File: src/rtl/led_matrix_pkg.sv
// Shared constants and helpers for the LED matrix scanner.
// Latency: none (package only).
// Backpressure: none (package only).
//
// Contents: drive polarity constants, default parameter values and the
// flat segment index helper used to map (row, col) onto the segment vector.
package led_matrix_pkg;

    // Anode rows source current when high; cathode columns sink when low.
    localparam logic ROW_ON = 1'b1;
    localparam logic COL_ON = 1'b0;

    localparam int DEF_ROWS     = 3;
    localparam int DEF_COLS     = 3;
    localparam int DEF_TICK_DIV = 1024;
    localparam int DEF_BRIGHT_W = 3;

    // Bit position of the LED at row r, column c in the flat segment vector.
    function automatic int seg_index(input int r, input int c, input int cols);
        return r * cols + c;
    endfunction

endpackage

File: src/rtl/scan_prescaler.sv
// Scan prescaler: divides clk into one tick every TICK_DIV cycles.
// Latency: tick is combinational from the counter register.
// Backpressure: none; clear holds the counter at zero.
//
// Ports:
//   clk      - system clock
//   clear    - synchronous clear (reset or scan disabled), holds count at 0
//   tick     - high on the last cycle of each TICK_DIV period
//   pre_zero - high while the count is 0 (start of a tick period)
module scan_prescaler #(
    parameter int TICK_DIV = 1024
) (
    input  logic clk,
    input  logic clear,
    output logic tick,
    output logic pre_zero
);

    localparam int PRE_W = (TICK_DIV > 1) ? $clog2(TICK_DIV) : 1;
    localparam logic [PRE_W-1:0] PRE_LAST = PRE_W'(TICK_DIV - 1);

    logic [PRE_W-1:0] pre_q;
    logic [PRE_W-1:0] pre_d;

    // With TICK_DIV == 1 the count is permanently 0, so tick is high every cycle.
    assign tick     = (pre_q == PRE_LAST);
    assign pre_zero = (pre_q == '0);

    always_comb begin
        pre_d = pre_q + 1'b1;
        if (tick) begin
            pre_d = '0;
        end
    end

    always_ff @(posedge clk) begin
        if (clear) begin
            pre_q <= '0;
        end else begin
            pre_q <= pre_d;
        end
    end

endmodule

File: src/rtl/led_matrix_scanner.sv
// Time-multiplexed ROWS x COLS LED matrix driver with PWM and frame buffering.
// Latency: all outputs registered, 1 cycle after the counter/buffer state.
// Backpressure: none; free-running scan, enable low blanks and restarts.
//
// Ports:
//   clk, rst    - system clock, synchronous active-high reset
//   enable      - scan enable; low blanks outputs and holds counters at 0
//   segments    - flat pattern, bit r*COLS+c = LED (r,c), 1 = lit
//   brightness  - on-ticks per row slot, sampled once per frame
//   rows        - anode drive, 1 = sourcing (at most one bit set)
//   cols        - cathode drive, 0 = sinking
//   row_idx     - row currently scanned
//   frame_start - one-cycle pulse following each frame load
module led_matrix_scanner
    import led_matrix_pkg::*;
#(
    parameter int ROWS     = DEF_ROWS,
    parameter int COLS     = DEF_COLS,
    parameter int TICK_DIV = DEF_TICK_DIV,
    parameter int BRIGHT_W = DEF_BRIGHT_W,
    localparam int ROW_W   = (ROWS > 1) ? $clog2(ROWS) : 1
) (
    input  logic                 clk,
    input  logic                 rst,
    input  logic                 enable,
    input  logic [ROWS*COLS-1:0] segments,
    input  logic [BRIGHT_W-1:0]  brightness,
    output logic [ROWS-1:0]      rows,
    output logic [COLS-1:0]      cols,
    output logic [ROW_W-1:0]     row_idx,
    output logic                 frame_start
);

    localparam logic [BRIGHT_W-1:0] SLOT_LAST = {BRIGHT_W{1'b1}};
    localparam logic [ROW_W-1:0]    ROW_LAST  = ROW_W'(ROWS - 1);

    logic tick;
    logic pre_zero;
    logic load;
    logic row_on;

    logic [BRIGHT_W-1:0]  slot_q, slot_d;
    logic [ROW_W-1:0]     row_q, row_d;
    logic [ROWS*COLS-1:0] frame_buf_q, frame_buf_d;
    logic [BRIGHT_W-1:0]  bright_buf_q, bright_buf_d;
    logic [ROWS-1:0]      rows_q, rows_d;
    logic [COLS-1:0]      cols_q, cols_d;
    logic [ROW_W-1:0]     row_idx_q, row_idx_d;
    logic                 frame_start_q, frame_start_d;

    scan_prescaler #(
        .TICK_DIV (TICK_DIV)
    ) u_scan_prescaler (
        .clk      (clk),
        .clear    (rst || !enable),
        .tick     (tick),
        .pre_zero (pre_zero)
    );

    // Slot and row counters; slot wrap advances the row.
    always_comb begin
        slot_d = slot_q;
        row_d  = row_q;
        if (!enable) begin
            slot_d = '0;
            row_d  = '0;
        end else if (tick) begin
            slot_d = slot_q + 1'b1;
            if (slot_q == SLOT_LAST) begin
                row_d = (row_q == ROW_LAST) ? '0 : row_q + 1'b1;
            end
        end
    end

    // Inputs are only captured at the very start of a frame so a frame is
    // always drawn from one consistent pattern/brightness snapshot.
    assign load = enable && pre_zero && (slot_q == '0) && (row_q == '0);

    always_comb begin
        frame_buf_d  = frame_buf_q;
        bright_buf_d = bright_buf_q;
        if (load) begin
            frame_buf_d  = segments;
            bright_buf_d = brightness;
        end
    end

    // Slot 0 is always dark: the row index only changes in slot 0, so the
    // column lines settle before the next row is sourced (no ghosting).
    assign row_on = enable && (slot_q != '0) && (slot_q <= bright_buf_q);

    always_comb begin
        rows_d = {ROWS{~ROW_ON}};
        cols_d = {COLS{~COL_ON}};
        for (int r = 0; r < ROWS; r++) begin
            if (row_on && (row_q == ROW_W'(r))) begin
                rows_d[r] = ROW_ON;
                for (int c = 0; c < COLS; c++) begin
                    cols_d[c] = frame_buf_q[seg_index(r, c, COLS)] ? COL_ON : ~COL_ON;
                end
            end
        end
        row_idx_d     = enable ? row_q : '0;
        frame_start_d = load;
    end

    always_ff @(posedge clk) begin
        if (rst) begin
            slot_q        <= '0;
            row_q         <= '0;
            frame_buf_q   <= '0;
            bright_buf_q  <= '0;
            rows_q        <= {ROWS{~ROW_ON}};
            cols_q        <= {COLS{~COL_ON}};
            row_idx_q     <= '0;
            frame_start_q <= 1'b0;
        end else begin
            slot_q        <= slot_d;
            row_q         <= row_d;
            frame_buf_q   <= frame_buf_d;
            bright_buf_q  <= bright_buf_d;
            rows_q        <= rows_d;
            cols_q        <= cols_d;
            row_idx_q     <= row_idx_d;
            frame_start_q <= frame_start_d;
        end
    end

    assign rows        = rows_q;
    assign cols        = cols_q;
    assign row_idx     = row_idx_q;
    assign frame_start = frame_start_q;

endmodule

File: config.mk
export PLATFORM = sky130hd
export DESIGN_NAME = led_matrix_scanner
export DESIGN_NICKNAME = d
export VERILOG_FILES = /design/src/rtl/led_matrix_pkg.sv /design/src/rtl/scan_prescaler.sv /design/src/rtl/led_matrix_scanner.sv
export SDC_FILE = /design/constraint.sdc
export NUM_CORES = 1
export LEC_CHECK = 0
export ABC_AREA = 1
export ABC_CLOCK_PERIOD_IN_PS = 1550
export CORE_ASPECT_RATIO = 0.8
export CORE_MARGIN = 2
export CORE_UTILIZATION = 45
export CTS_CLUSTER_DIAMETER = 50
export DETAILED_ROUTE_END_ITERATION = 16
export PLACE_DENSITY = 0.79
export SLEW_MARGIN = 20
export SYNTH_ARGS = -nofsm -noshare
export SYNTH_HDL_FRONTEND = slang
export SYNTH_SLANG_ARGS = --single-unit
File: constraint.sdc
create_clock -name clk -period 1.55 [get_ports clk]
set_input_delay 0.2325 -clock clk [delete_from_list [all_inputs] [get_ports clk]]
set_output_delay 0.2325 -clock clk [all_outputs]
set_load 0.005 [all_outputs]
==> reports/metrics.cfg, run 1 <==
[drt]
wl_um = 3328
vias = 1463
via_per_inst = 4.689
drt.antenna.violating_nets = 0
drt_pass1_iterations = 4
drt-initial-drc-count = 60
drc = 0
wl_per_cell_um = 10.67

[place]
placed_cell_area_sq_um = 2006
io_buffers = 23
dpl.hpwl_um = 2370
routabilityCongestion = 0.8378

[sta]
maxSlewHeadroom_pct = 73.29
min_period_ps = 1421
setup_viol = 0
drv_slew = 0
holdWs_ps = 485.4
fmax_ghz = 0.7039
hold_viol_final = 0
fin_skew_ps = 8.960
fin_crit_sh_pct = 91.65
worstMarginPinSlew_ps = 399.2

[synth]
yosys_warnings = 0
netlist_area_sq_um = 1662
ys_seq_elements = 36
syn_area_per_cell_sq_um = 7.131
synth_cells = 233
synth_seq_area_share_pct = 43.37
syn_nets = 256
yosysUniqueCellTypes = 20

[setup_path]
cp-end-kind = register
critical_path_class = reg -> reg
worst_path_max_delay_cell = dfxtp_1
cp-start-kind = register
worstPathBufferInverterCount = 3
cp_cell_sequence = inv_1, ha_4, nand3_1, nand2_2, nand2_4, buf_4, nand4_1, nand2_1, inv_1, nand2_1
cp_max_fo = 8
max_stage_delay_ps = 310
cp.arrival_ps = 1620
crit_required_ps = 1740
critPathTopFamily = simple AND/OR/NAND/NOR gates

[power_and_ir_drop]
p_clk_share_pct = 40.5
intPower_mw = 1.534
p_per_area_nw_per_um2 = 923.2
p_seq_share_pct = 48.7
combPwrFrac_pct = 10.8
ir_worst_vdd_uv = 527.8
switching_power_uw = 459.9
p_sw_share_pct = 23.07
power.static_leakage_nw = 0.9399

[worst_hold_path]
hold_path_class = reg -> reg

[cts]
path_clk_slew_ps = 70
cts.sinks = 36
tritoncts = built
htree_num_levels = 2
clk_latency_ps = 300
cts_hold_buf = 0
cts_made_buffers = 5
root_buffer = clkbuf_8
ctsLongestPathBuffers = 2

[die]
core_area_sq_um = 3495
die_area_sq_um = 4197
rows = 19
die_y_um = 58.35
start_util_pct = 47.55
die_w_um = 71.94
ios = 24

[global_route]
grt_antenna_before_repair = 0
grt_pass1_vias = 1287
gr-total-overflow = 0
grt.total_usage_pct = 17.75
grt_max_degree = 26
grt_pass1_wl_um = 5630

[final_layout]
final_core_util_pct = 61.80
layout.cells.most_common = nand2_1
syn2layout_area_growth_pct = 29.97
diodes = 0
design_area_sq_um = 2160
fin_nets = 292
final_cell_mix = 49 x nand2_1, 44 x nor2_1, 35 x inv_1, 35 x dfxtp_1, 23 x clkdlybuf4s50_1
nFillCells = 288
drive_gt1_share_pct = 13.70

[run_status]
status = finished clean

[job]
cap_violations = 0

[metrics by stage]
stage	std cells	setup WS, ps	power, mW	TNS (ps)
after floorplan	233	133.7	1.102	0
after global placement	304	53.28	1.183	0
after detailed placement	304	30.59	1.186	0
after CTS	312	10.94	2.002	0
after global routing	312	-11.52	2.088	-11.52
final	312	129.4	1.994	0
[worst reg2reg max path: cells and delay by family, from the launching register on]
| family | cells | cell delay, ps |
|---|---|---|
| DFF | 1 | 310 |
| adders and majority gates | 1 | 290 |
| and+or+nand+nor | 6 | 440 |
| buffers and inverters | 3 | 260 |
[path summary, 6_finish.rpt]
kind                        start         to  slack [ps]  cells past startpoint
setup / recovery  bright_buf_q[2]    cols[0]         130                     10
setup reg to reg  bright_buf_q[2]    cols[0]         130                     10
hold reg to reg         slot_q[0]  slot_q[0]         490                      2
hold / removal          slot_q[0]  slot_q[0]         490                      2
[state kept, by name, indices dropped and copies added, names as in the netlist]
name and count:
row_q 2, slot_q 3, bright_buf_q 3, frame_buf_q 9, cols 3, rows 3, row_idx 2, u_scan_prescaler.pre_q 10
frame_start 1
[synthesized netlist by cell type, drive strengths merged]
library cell | n | area share (%)
a21boi | 1 | 0.45
xor2 | 3 | 1.6
a21oi | 9 | 2.7
buf | 4 | 1.6
ha | 8 | 6.0
dfxtp | 36 | 43
inv | 37 | 8.4
nand2 | 56 | 14
nand3 | 11 | 3.3
nand4 | 12 | 4.5
nor3b | 1 | 0.45
nor3 | 4 | 1.2
o21ai | 2 | 0.60
nor2 | 49 | 12
[repair_timing]
action,CTS,global route
setup buffers,0,0
gates resized for setup,0,13
setup endpoints to repair,0,29
[kinds of logic (layout without fill, tap and decap cells)]
family                     count (synthesis)  in the layout  share of synthesized area (%)
and+or+nand+nor                          133            133                          35.32
buffers and inverters                     41             78                          9.939
AOI/OAI and AO/OA                         12             12                          3.765
xor gates and xnor gates                   3              3                          1.582
adders and majority gates                  8              8                          6.024
DFF                                       36             36                          43.37
[layout make-up]
class / count / area [sq um] / share of cell area (%)
repair buffers: 33 / 317.8 / 14.72
inverters: 37 / 138.9 / 6.431
well taps: 42 / 52.55 / 2.433
multi-input cells: 156 / 820.8 / 38.01
flip-flops and latches: 36 / 721.9 / 33.43
clock buffers: 6 / 72.57 / 3.360
clock inverters: 2 / 35.03 / 1.622
[metal layers]
metal | wire length [um] | vias to the layer above | global-route usage, %
li1 | - | 794 | -
met1 | 1674 | 635 | 25.08
met2 | 1401 | 27 | 24.34
met3 | 183 | 7 | 6.678
met4 | 69 | 0 | 7.278
met5 | 0 | - | 0
[power by group through the flow]
stage | clock network (mW) | logic, mW | registers (mW)
2_1_floorplan | 0 | 0.114 | 0.988
3_3_place_gp | 0 | 0.193 | 0.990
6_report | 0.808 | 0.215 | 0.971
3_5_place_dp | 0 | 0.195 | 0.992
5_1_grt | 0.871 | 0.245 | 0.973
4_1_cts | 0.835 | 0.197 | 0.970
Power figures use the tool's default switching activity.
==> inputs of run 2 (changes only) <==
--- a/config.mk
+++ b/config.mk
@@ -9,10 +9,10 @@
 export ABC_CLOCK_PERIOD_IN_PS = 1550
 export CORE_ASPECT_RATIO = 0.8
 export CORE_MARGIN = 2
-export CORE_UTILIZATION = 45
+export CORE_UTILIZATION = 48
 export CTS_CLUSTER_DIAMETER = 50
 export DETAILED_ROUTE_END_ITERATION = 16
-export PLACE_DENSITY = 0.79
+export PLACE_DENSITY = 0.83
 export SLEW_MARGIN = 20
 export SYNTH_ARGS = -nofsm -noshare
 export SYNTH_HDL_FRONTEND = slang
==> reports/metrics.cfg, run 2 (synthesized netlist as in run 1, its figures left out) <==
[run_status]
status = finished clean

[power_and_ir_drop]
p_per_area_nw_per_um2 = 867.4  ; -6.1%
ir_worst_vdd_uv = 610.0  ; +16%
power.total_mw = 1.846  ; -7.4%
power.static_leakage_nw = 0.9279  ; -1.3%

[place]
io_buffers = 23  ; unchanged
dpl.hpwl_um = 2453  ; +3.5%
post-place-cells = 305  ; +0.33%
placed_cell_area_sq_um = 2013  ; +0.37%
routabilityCongestion = 0.8637  ; +3.1%
dp_slack_ps = 26.79  ; -3.801 ps

[sta]
maxSlewHeadroom_pct = 76.40  ; +3.1 points
hold_viol_final = 0  ; unchanged
holdWs_ps = 483.9  ; -1.477 ps
fmax_ghz = 0.6941  ; -1.4%
tns_ps = 0  ; unchanged
timing.final.ws_setup_ps = 109.3  ; -20.14 ps
fin_skew_ps = 7.716  ; -1.243 ps
worstMarginPinSlew_ps = 352.7  ; -46.46 ps
fin_crit_sh_pct = 92.95  ; +1.3 points
setup_viol = 0  ; unchanged
drv_slew = 0  ; unchanged
min_period_ps = 1441  ; +20.14 ps

[drt]
wl_met3_um = 177  ; -3.3%
wl_per_cell_um = 10.60  ; -0.64%
drt-initial-drc-count = 84  ; +40%
vias = 1496  ; +2.3%
route.met2.wl_um = 1447  ; +3.3%
top_layer = met4
drt_pass1_iterations = 4  ; unchanged
drc = 0  ; unchanged
wl_um = 3328  ; unchanged
via_per_inst = 4.764  ; +1.6%
met1Wirelength_um = 1642  ; -1.9%
drt.antenna.violating_nets = 0  ; unchanged

[setup_path]
crit_required_ps = 1730  ; about the same
cp-end-kind = register
critical_path_class = reg -> reg
cp_max_fo = 9  ; +1
cp-start-kind = register
cp.arrival_ps = 1620  ; about the same

[cts]
htree_num_levels = 2  ; unchanged
cts.sinks = 36  ; unchanged
root_buffer = clkbuf_8
clk_latency_ps = 290  ; about the same
cts_made_buffers = 5  ; unchanged
tritoncts = built
path_clk_slew_ps = 70  ; about the same
ctsLongestPathBuffers = 2  ; unchanged
cts_hold_buf = 0  ; unchanged

[global_route]
grt_antenna_before_repair = 0  ; unchanged
gr-total-overflow = 0  ; unchanged
grt_pass1_vias = 1395  ; +8.4%
grt_pass1_wl_um = 6051  ; +7.5%
grt_max_degree = 26  ; unchanged
grt.total_usage_pct = 19.68  ; +1.9 points

[die]
die_w_um = 69.78  ; -3.0%
start_util_pct = 49.22  ; +1.7 points
rows = 19  ; unchanged
core_area_sq_um = 3376  ; -3.4%
die_y_um = 56.63  ; -3.0%
ios = 24  ; unchanged
die_area_sq_um = 3951  ; -5.9%

[final_layout]
diodes = 0  ; unchanged
drive_gt1_share_pct = 13.24  ; -0.47 points
design_area_sq_um = 2128  ; -1.4%
final_cells = 314  ; +0.64%
largest_register = u_scan_prescaler.pre_q
reg_top3 = u_scan_prescaler.pre_q: 10 flops, frame_buf_q: 9 flops
fin_nets = 294  ; +0.68%
nFillCells = 296  ; +2.8%
final_cell_mix = 51 x nand2_1, 43 x nor2_1, 35 x inv_1
syn2layout_area_growth_pct = 28.09
layout.cells.most_common = nand2_1
final_core_util_pct = 63.05  ; +1.2 points
largest_reg_flops = 10  ; unchanged

[job]
cap_violations = 0  ; unchanged

[worst_hold_path]
hold_path_class = reg -> reg

==> run 2: cell count changes in the layout (fill, tap and decap cells not counted), sizes merged <==
cell and change:
bufinv -1, clkbuf +2, clkinv -1, buf +2
==> run 2: where the power goes <==
| part | switching (mW) | internal [mW] |
|---|---|---|
| Combinational | 0.106 | 0.0959 |
| Sequential | 0.0145 | 0.957 |
| Clock | 0.311 | 0.362 |
==> run 2: final cells by class <==
| class | instances | area, sq um | share of cell area (%) |
|---|---|---|---|
| repair buffers | 35 | 332.8 | 15.64 |
| multi-input cells | 156 | 789.5 | 37.10 |
| well taps | 42 | 52.55 | 2.469 |
| flip-flops and latches | 36 | 724.4 | 34.04 |
| clock buffers | 8 | 90.09 | 4.233 |
| inverters | 37 | 138.9 | 6.526 |
==> run 2: repair_timing <==
item                                    4_1_cts  5_1_grt
buffers inserted                              0        1
gates resized for setup                       0        9
endpoints found under the setup margin        0       31
==> run 2: worst max-delay path, stage by stage, from the launching register on <==
cell	delay [ps]
dfxtp_1	310
inv_1	60
ha_1	320
a21oi_2	120
nand2_1	70
nand2_1	70
buf_4	150
nand4_1	80
nand3_1	100
nand2_1	50
==> run 2: final timing paths <==
path	end	depth (start not counted)	from	slack (ps)
max	cols[1]	9	bright_buf_q[2]	110
min	slot_q[0]	2	slot_q[0]	480
max reg2reg	cols[1]	9	bright_buf_q[2]	110
min reg2reg	slot_q[0]	2	slot_q[0]	480
==> run 2: per-layer routing <==
metal | track usage (%) | vias to the layer above
li1 | - | 797
met1 | 25.31 | 652
met2 | 30.48 | 39
met3 | 7.002 | 8
met4 | 7.418 | 0
met5 | 0 | -
